**config.mk**
```make
export PLATFORM = sky130hd
export DESIGN_NAME = wbu_writeback_stage
export DESIGN_NICKNAME = d
export VERILOG_FILES = /design/src/rtl/wbu_writeback_stage.sv
export SDC_FILE = /design/constraint.sdc
export NUM_CORES = 1
export LEC_CHECK = 0
export BUFFER_PORTS_ARGS = -buffer_cell sky130_fd_sc_hd__buf_2
export CORE_ASPECT_RATIO = 0.7
export CORE_MARGIN = 8
export CORE_UTILIZATION = 40
export DETAILED_ROUTE_END_ITERATION = 16
export GPL_ROUTABILITY_DRIVEN = 0
export GPL_TIMING_DRIVEN = 0
export PLACE_DENSITY = 0.68
export SETUP_SLACK_MARGIN = 0.02
export SYNTH_ARGS = -nofsm -noshare
export SYNTH_HDL_FRONTEND = slang
export SYNTH_SLANG_ARGS = --single-unit
```
**constraint.sdc**
```tcl
create_clock -name clk -period 2.2 [get_ports clk]
set_input_delay 0.33 -clock clk [delete_from_list [all_inputs] [get_ports clk]]
set_output_delay 0.33 -clock clk [all_outputs]
set_load 0.01 [all_outputs]
```
**src/rtl/wbu_writeback_stage.sv**
```systemverilog
// Write-back stage: single-entry pipeline register between MEM and the RV32E
// GPR file. Result selection and load alignment happen at capture; the held
// entry drives the GPR write port for one cycle when it commits.
module wbu_writeback_stage #(
    parameter int XLEN    = 32,
    parameter int NUM_GPR = 16,
    parameter int CNT_W   = 32
) (
    input  logic             clk,
    input  logic             rst,
    input  logic             MEM_valid,
    output logic             WBU_ready,
    input  logic [4:0]       MEM_rd,
    input  logic             MEM_RegWr,
    input  logic [1:0]       MEM_wb_sel,
    input  logic [XLEN-1:0]  MEM_alu_result,
    input  logic [XLEN-1:0]  MEM_load_word,
    input  logic [2:0]       MEM_funct3,
    input  logic [XLEN-1:0]  MEM_pc,
    input  logic [XLEN-1:0]  MEM_csr_rdata,
    input  logic             commit_halt,
    output logic [4:0]       WBU_rd,
    output logic             RegWr,
    output logic [XLEN-1:0]  rf_busW,
    output logic             WBU_commit,
    output logic [XLEN-1:0]  WBU_commit_pc,
    output logic [CNT_W-1:0] retire_cnt,
    output logic             WBU_err,
    output logic [1:0]       WBU_err_cause
);

    typedef enum logic {EMPTY, FULL} state_t;

    typedef enum logic [1:0] {
        ERR_NONE     = 2'b00,
        ERR_RD       = 2'b01,
        ERR_MISALIGN = 2'b10,
        ERR_FUNCT3   = 2'b11
    } err_t;

    typedef enum logic [1:0] {
        SEL_ALU  = 2'b00,
        SEL_LOAD = 2'b01,
        SEL_PC4  = 2'b10,
        SEL_CSR  = 2'b11
    } wb_sel_t;

    state_t          state;
    state_t          state_next;
    logic [4:0]      hold_rd;
    logic            hold_regwr;
    logic [XLEN-1:0] hold_data;
    logic [XLEN-1:0] hold_pc;
    err_t            hold_err;

    logic            transfer;
    logic            commit;
    logic [1:0]      off;
    logic [7:0]      byte_val;
    logic [15:0]     half_val;
    logic [XLEN-1:0] load_val;
    logic [XLEN-1:0] cap_data;
    err_t            cap_err;

    assign off      = MEM_alu_result[1:0];
    assign byte_val = MEM_load_word[8*off +: 8];
    assign half_val = MEM_load_word[16*off[1] +: 16];

    // Select and align the incoming result and classify any error at capture
    always_comb begin
        // NOTE: every signal gets a default first so no path through the case
        // statements leaves it unassigned and infers a latch.
        load_val = '0;
        cap_data = '0;
        cap_err  = ERR_NONE;

        case (MEM_funct3)
            3'b000:  load_val = {{(XLEN-8){byte_val[7]}}, byte_val};
            3'b100:  load_val = {{(XLEN-8){1'b0}}, byte_val};
            3'b001:  load_val = {{(XLEN-16){half_val[15]}}, half_val};
            3'b101:  load_val = {{(XLEN-16){1'b0}}, half_val};
            3'b010:  load_val = MEM_load_word;
            default: load_val = '0;
        endcase

        case (wb_sel_t'(MEM_wb_sel))
            SEL_ALU:  cap_data = MEM_alu_result;
            SEL_LOAD: cap_data = load_val;
            SEL_PC4:  cap_data = MEM_pc + XLEN'(4);
            SEL_CSR:  cap_data = MEM_csr_rdata;
            default:  cap_data = '0;
        endcase

        // A bad funct3 makes alignment meaningless, so it wins over misalignment;
        // load errors win over an illegal destination.
        if (MEM_wb_sel == SEL_LOAD &&
            (MEM_funct3 == 3'b011 || MEM_funct3 == 3'b110 || MEM_funct3 == 3'b111)) begin
            cap_err = ERR_FUNCT3;
        end else if (MEM_wb_sel == SEL_LOAD &&
                     (((MEM_funct3[1:0] == 2'b01) && off[0]) ||
                      ((MEM_funct3[1:0] == 2'b10) && (off != 2'b00)))) begin
            cap_err = ERR_MISALIGN;
        end else if (MEM_RegWr && (int'(MEM_rd) >= NUM_GPR)) begin
            cap_err = ERR_RD;
        end
    end

    // Next-state, handshake and commit decode from the held entry
    always_comb begin
        state_next = state;
        WBU_ready  = 1'b0;
        commit     = 1'b0;
        RegWr      = 1'b0;

        if (!rst) begin
            WBU_ready = (state == EMPTY) || !commit_halt;
            commit    = (state == FULL) && !commit_halt;
            RegWr     = commit && hold_regwr && (hold_rd != 5'd0) && (hold_err == ERR_NONE);
        end

        case (state)
            EMPTY:   if (transfer) state_next = FULL;
            FULL:    if (!commit_halt && !transfer) state_next = EMPTY;
            default: state_next = EMPTY;
        endcase
    end

    assign transfer      = MEM_valid && WBU_ready;
    assign WBU_commit    = commit;
    assign WBU_rd        = hold_rd;
    assign rf_busW       = hold_data;
    assign WBU_commit_pc = hold_pc;

    // State register, pipeline register capture, retire counter and sticky error
    always_ff @(posedge clk) begin
        // NOTE: sequential state uses non-blocking assignments so every register
        // samples values from before this edge, regardless of statement order.
        if (rst) begin
            // NOTE: the pipeline register is reset too, because its contents are
            // visible on WBU_rd/rf_busW/WBU_commit_pc and must read zero after reset.
            state         <= EMPTY;
            hold_rd       <= '0;
            hold_regwr    <= 1'b0;
            hold_data     <= '0;
            hold_pc       <= '0;
            hold_err      <= ERR_NONE;
            retire_cnt    <= '0;
            WBU_err       <= 1'b0;
            WBU_err_cause <= 2'b00;
        end else begin
            state <= state_next;
            if (transfer) begin
                hold_rd    <= MEM_rd;
                hold_regwr <= MEM_RegWr;
                hold_data  <= cap_data;
                hold_pc    <= MEM_pc;
                hold_err   <= cap_err;
            end
            if (commit) begin
                retire_cnt <= retire_cnt + CNT_W'(1);
                if (!WBU_err && hold_err != ERR_NONE) begin
                    WBU_err       <= 1'b1;
                    WBU_err_cause <= hold_err;
                end
            end
        end
    end

endmodule

```
==> flow_summary.json <==
{
  "vias": 7366,
  "clk_latency_ps": 370,
  "seq_area_frac_synth": 0.346,
  "fmax_ghz": 0.471,
  "grt_max_degree": 22,
  "dpl.hpwl_um": 21300,
  "cts_max_path_buffers": 2,
  "die_w_um": 165,
  "synth-edff-count": 0,
  "path_max_fanout": 10,
  "antenna_left": 0,
  "drt_iter0_markers": 816,
  "synth_top_cell_by_area": "dfxtp_1",
  "crit_chain": "buf_2 > ha_1 > nand3_2 > nor4_4 > a31oi_1 > o21ai_0 > a211oi_1",
  "syn_area_per_cell_um2": 7.71,
  "slowest_stage": "nor4_4",
  "ys_ff_latch": 108,
  "pwr-share-clk": 0.368,
  "power_frac_comb": 0.200,
  "ioPinCount": 250,
  "cts_tree": "built",
  "cts_sinks": 108,
  "multi_input_area_mm2": 0.00379,
  "grt_overflow_total": 0,
  "utilization": 0.526,
  "syn-cell-area_mm2": 0.00625,
  "final-setup-viol-count": 0,
  "seqCellArea_mm2": 0.00216,
  "die_h_um": 121,
  "ctsHoldBuffers": 0,
  "p_seq_frac": 0.432,
  "grt_use_total": 0.263,
  "power_density_mw_per_mm2": 604,
  "switching_share": 0.314,
  "antenna_found_initial": 3,
  "io_buffers": 244,
  "synthDistinctLibCells": 71,
  "cp_data_required_time_ps": 2420,
  "status": "finished clean",
  "syn_nets": 956,
  "timing.final.crit_share": 0.966,
  "via_per_inst": 5.79,
  "initial_core_util": 0.406,
  "worstPathArrival_ps": 2340,
  "p_leak_nw": 3.63,
  "max_slew_margin": 0.395,
  "irDropWorstVdd_uv": 366,
  "grt_pass1_vias": 6999,
  "ys.flop_type": "dfxtp_1",
  "synthTopCellsByArea": "dfxtp_1, nand2_1, nand3_1",
  "synth_top_area_share": 0.346,
  "grt_pass1_wl_um": 40700,
  "slew_viol_final": 0,
  "p_sw_mw": 1.54,
  "cp_slowest_stage_delay_ps": 570,
  "cts.htree.levels": 3,
  "final_nets": 1211,
  "cts-root-buf": "clkbuf_16",
  "synth_common_cells": "nand2_1, dfxtp_1, nand3_1, nor2_1, o21ai_0",
  "drt-total-wl_um": 26900,
  "core_area_mm2": 0.0154,
  "crit_type": "input port to flip-flop",
  "period_needed_ps": 2120,
  "netlist_instances": 811,
  "num_rows": 38,
  "remaining_drc_errors": 0,
  "cp-start-kind": "input port",
  "drive_gt1_frac": 0.286,
  "max-cap-violations": 0,
  "hold_viol_final": 0,
  "worstSetupEndpointType": "flip-flop",
  "wl_per_cell_um": 21.1,
  "grt_setup_unrepaired": "false",
  "clock_skew_ps": 10.8,
  "synth.most_common_cell": "nand2_1",
  "worst_pin_slew_ps": 900,
  "async_reset_ff_frac": 0,
  "dr.pass1.iters": 5,
  "syn_to_final_growth_pct": 29.6,
  "yosysWarnings": 0,
  "numCtsBuffers": 9,
  "hp-class": "input port to flip-flop",
  "nFillCells": 1581,
  "p_int_mw": 3.35,
  "clk_pin_slew_worst_paths_ps": 80,
  "fin_tns_setup_ps": 0,
  "die_area_mm2": 0.0200
}
## layout by cell type, fill, tap and decap left out, drive strengths merged, types with 12 or more instances in the layout
master	netlist	layout
nand3	72	72
nor2	59	59
and2	14	14
a31oi	12	12
nand4	19	19
dfxtp	108	108
a221oi	13	13
inv	10	13
o21ai	51	51
nand2	131	131
clkbuf	53	64
xor2	35	35
buf	10	252
a21oi	43	43
## area by class of cell
cell class / count / share of cell area
Tap cell: 200 / 0.0309
Inverter: 10 / 0.00463
Antenna cell: 2 / 0.000618
Timing Repair Buffer: 244 / 0.151
Clock buffer: 9 / 0.0278
Clock inverter: 7 / 0.0127
Buffer: 63 / 0.0380
Multi-Input combinational cell: 630 / 0.468
Sequential cell: 108 / 0.267
## worst max-delay path: cells and delay by family
kind / cells / cell delay [ps]
and+or+nand+nor: 2 / 790
buffers and inverters: 1 / 180
adders and majority gates: 1 / 230
AOI/OAI and AO/OA: 3 / 820
## per-stage QoR
| stage | worst slack [ps] | instances | hold slack [ps] | instance area [µm²] | power [mW] |
|---|---|---|---|---|---|
| 2_1_floorplan | 198 | 811 | 429 | 6250 | 2.64 |
| 3_3_place_gp | -484 | 1255 | 438 | 7720 | 3.10 |
| 3_5_place_dp | -467 | 1255 | 445 | 7720 | 3.10 |
| 4_1_cts | 30.0 | 1271 | 129 | 8080 | 4.89 |
| 5_1_grt | 24.3 | 1273 | 139 | 8100 | 5.08 |
| 6_report | 75.7 | 1273 | 141 | 8100 | 4.89 |
## state kept, by name, indices dropped and copies added (netlist names)
| signal | flops |
|---|---|
| hold_err | 2 |
| state | 1 |
| hold_regwr | 1 |
| WBU_err | 1 |
| WBU_rd | 5 |
| WBU_err_cause | 2 |
| rf_busW | 32 |
| WBU_commit_pc | 32 |
| retire_cnt | 32 |
## power groups by stage
| stage | combinational (mW) | sequential [mW] | clock (mW) |
|---|---|---|---|
| 3_3_place_gp | 0.943 | 2.16 | 0 |
| 5_1_grt | 1.05 | 2.13 | 1.90 |
| 2_1_floorplan | 0.439 | 2.20 | 0 |
| 6_report | 0.979 | 2.12 | 1.80 |
| 4_1_cts | 0.952 | 2.11 | 1.83 |
| 3_5_place_dp | 0.944 | 2.16 | 0 |
## layer usage
layer,share of wire,GRT usage,vias up
li1,-,-,3474
met4,0.027,0.0890,2
met2,0.40,0.360,433
met5,0.00041,0,-
met3,0.14,0.0903,53
met1,0.43,0.373,3404
## what timing repair did
action | 4_1_cts | 5_1_grt
gates resized for setup | 7 | 22
buffers inserted | 0 | 0
pin swaps | 0 | 2
setup endpoints to repair | 87 | 82
## kinds of logic (layout without fill, tap and decap cells)
| family | after synthesis | after routing | synth area share |
|---|---|---|---|
| AND/OR/NAND/NOR | 365 | 365 | 0.289 |
| AO/OA/AOI/OAI | 206 | 206 | 0.225 |
| flip-flops | 108 | 108 | 0.346 |
| buffers and inverters | 73 | 333 | 0.0524 |
| XOR/XNOR | 45 | 45 | 0.0630 |
| multiplexers | 12 | 12 | 0.0204 |
| adder cells (fa/ha/maj) | 2 | 2 | 0.00400 |
| other | 0 | 2 | 0 |
## final timing paths
check / slack [ps] / cells past startpoint / start / endpoint
worst min register to register: 450 / 2 / WBU_commit_pc[27]$_SDFFE_PP0P_ / WBU_commit_pc[27]$_SDFFE_PP0P_
worst max-delay path: 80 / 7 / MEM_pc[2] / rf_busW[22]$_SDFFE_PP0P_
worst min-delay path: 140 / 3 / MEM_rd[2] / WBU_rd[2]$_SDFFE_PP0P_
worst max register to register: 200 / 6 / state$_SDFF_PP0_ / rf_busW[15]$_SDFFE_PP0P_
Note: power is estimated with default switching activity, not from simulation.
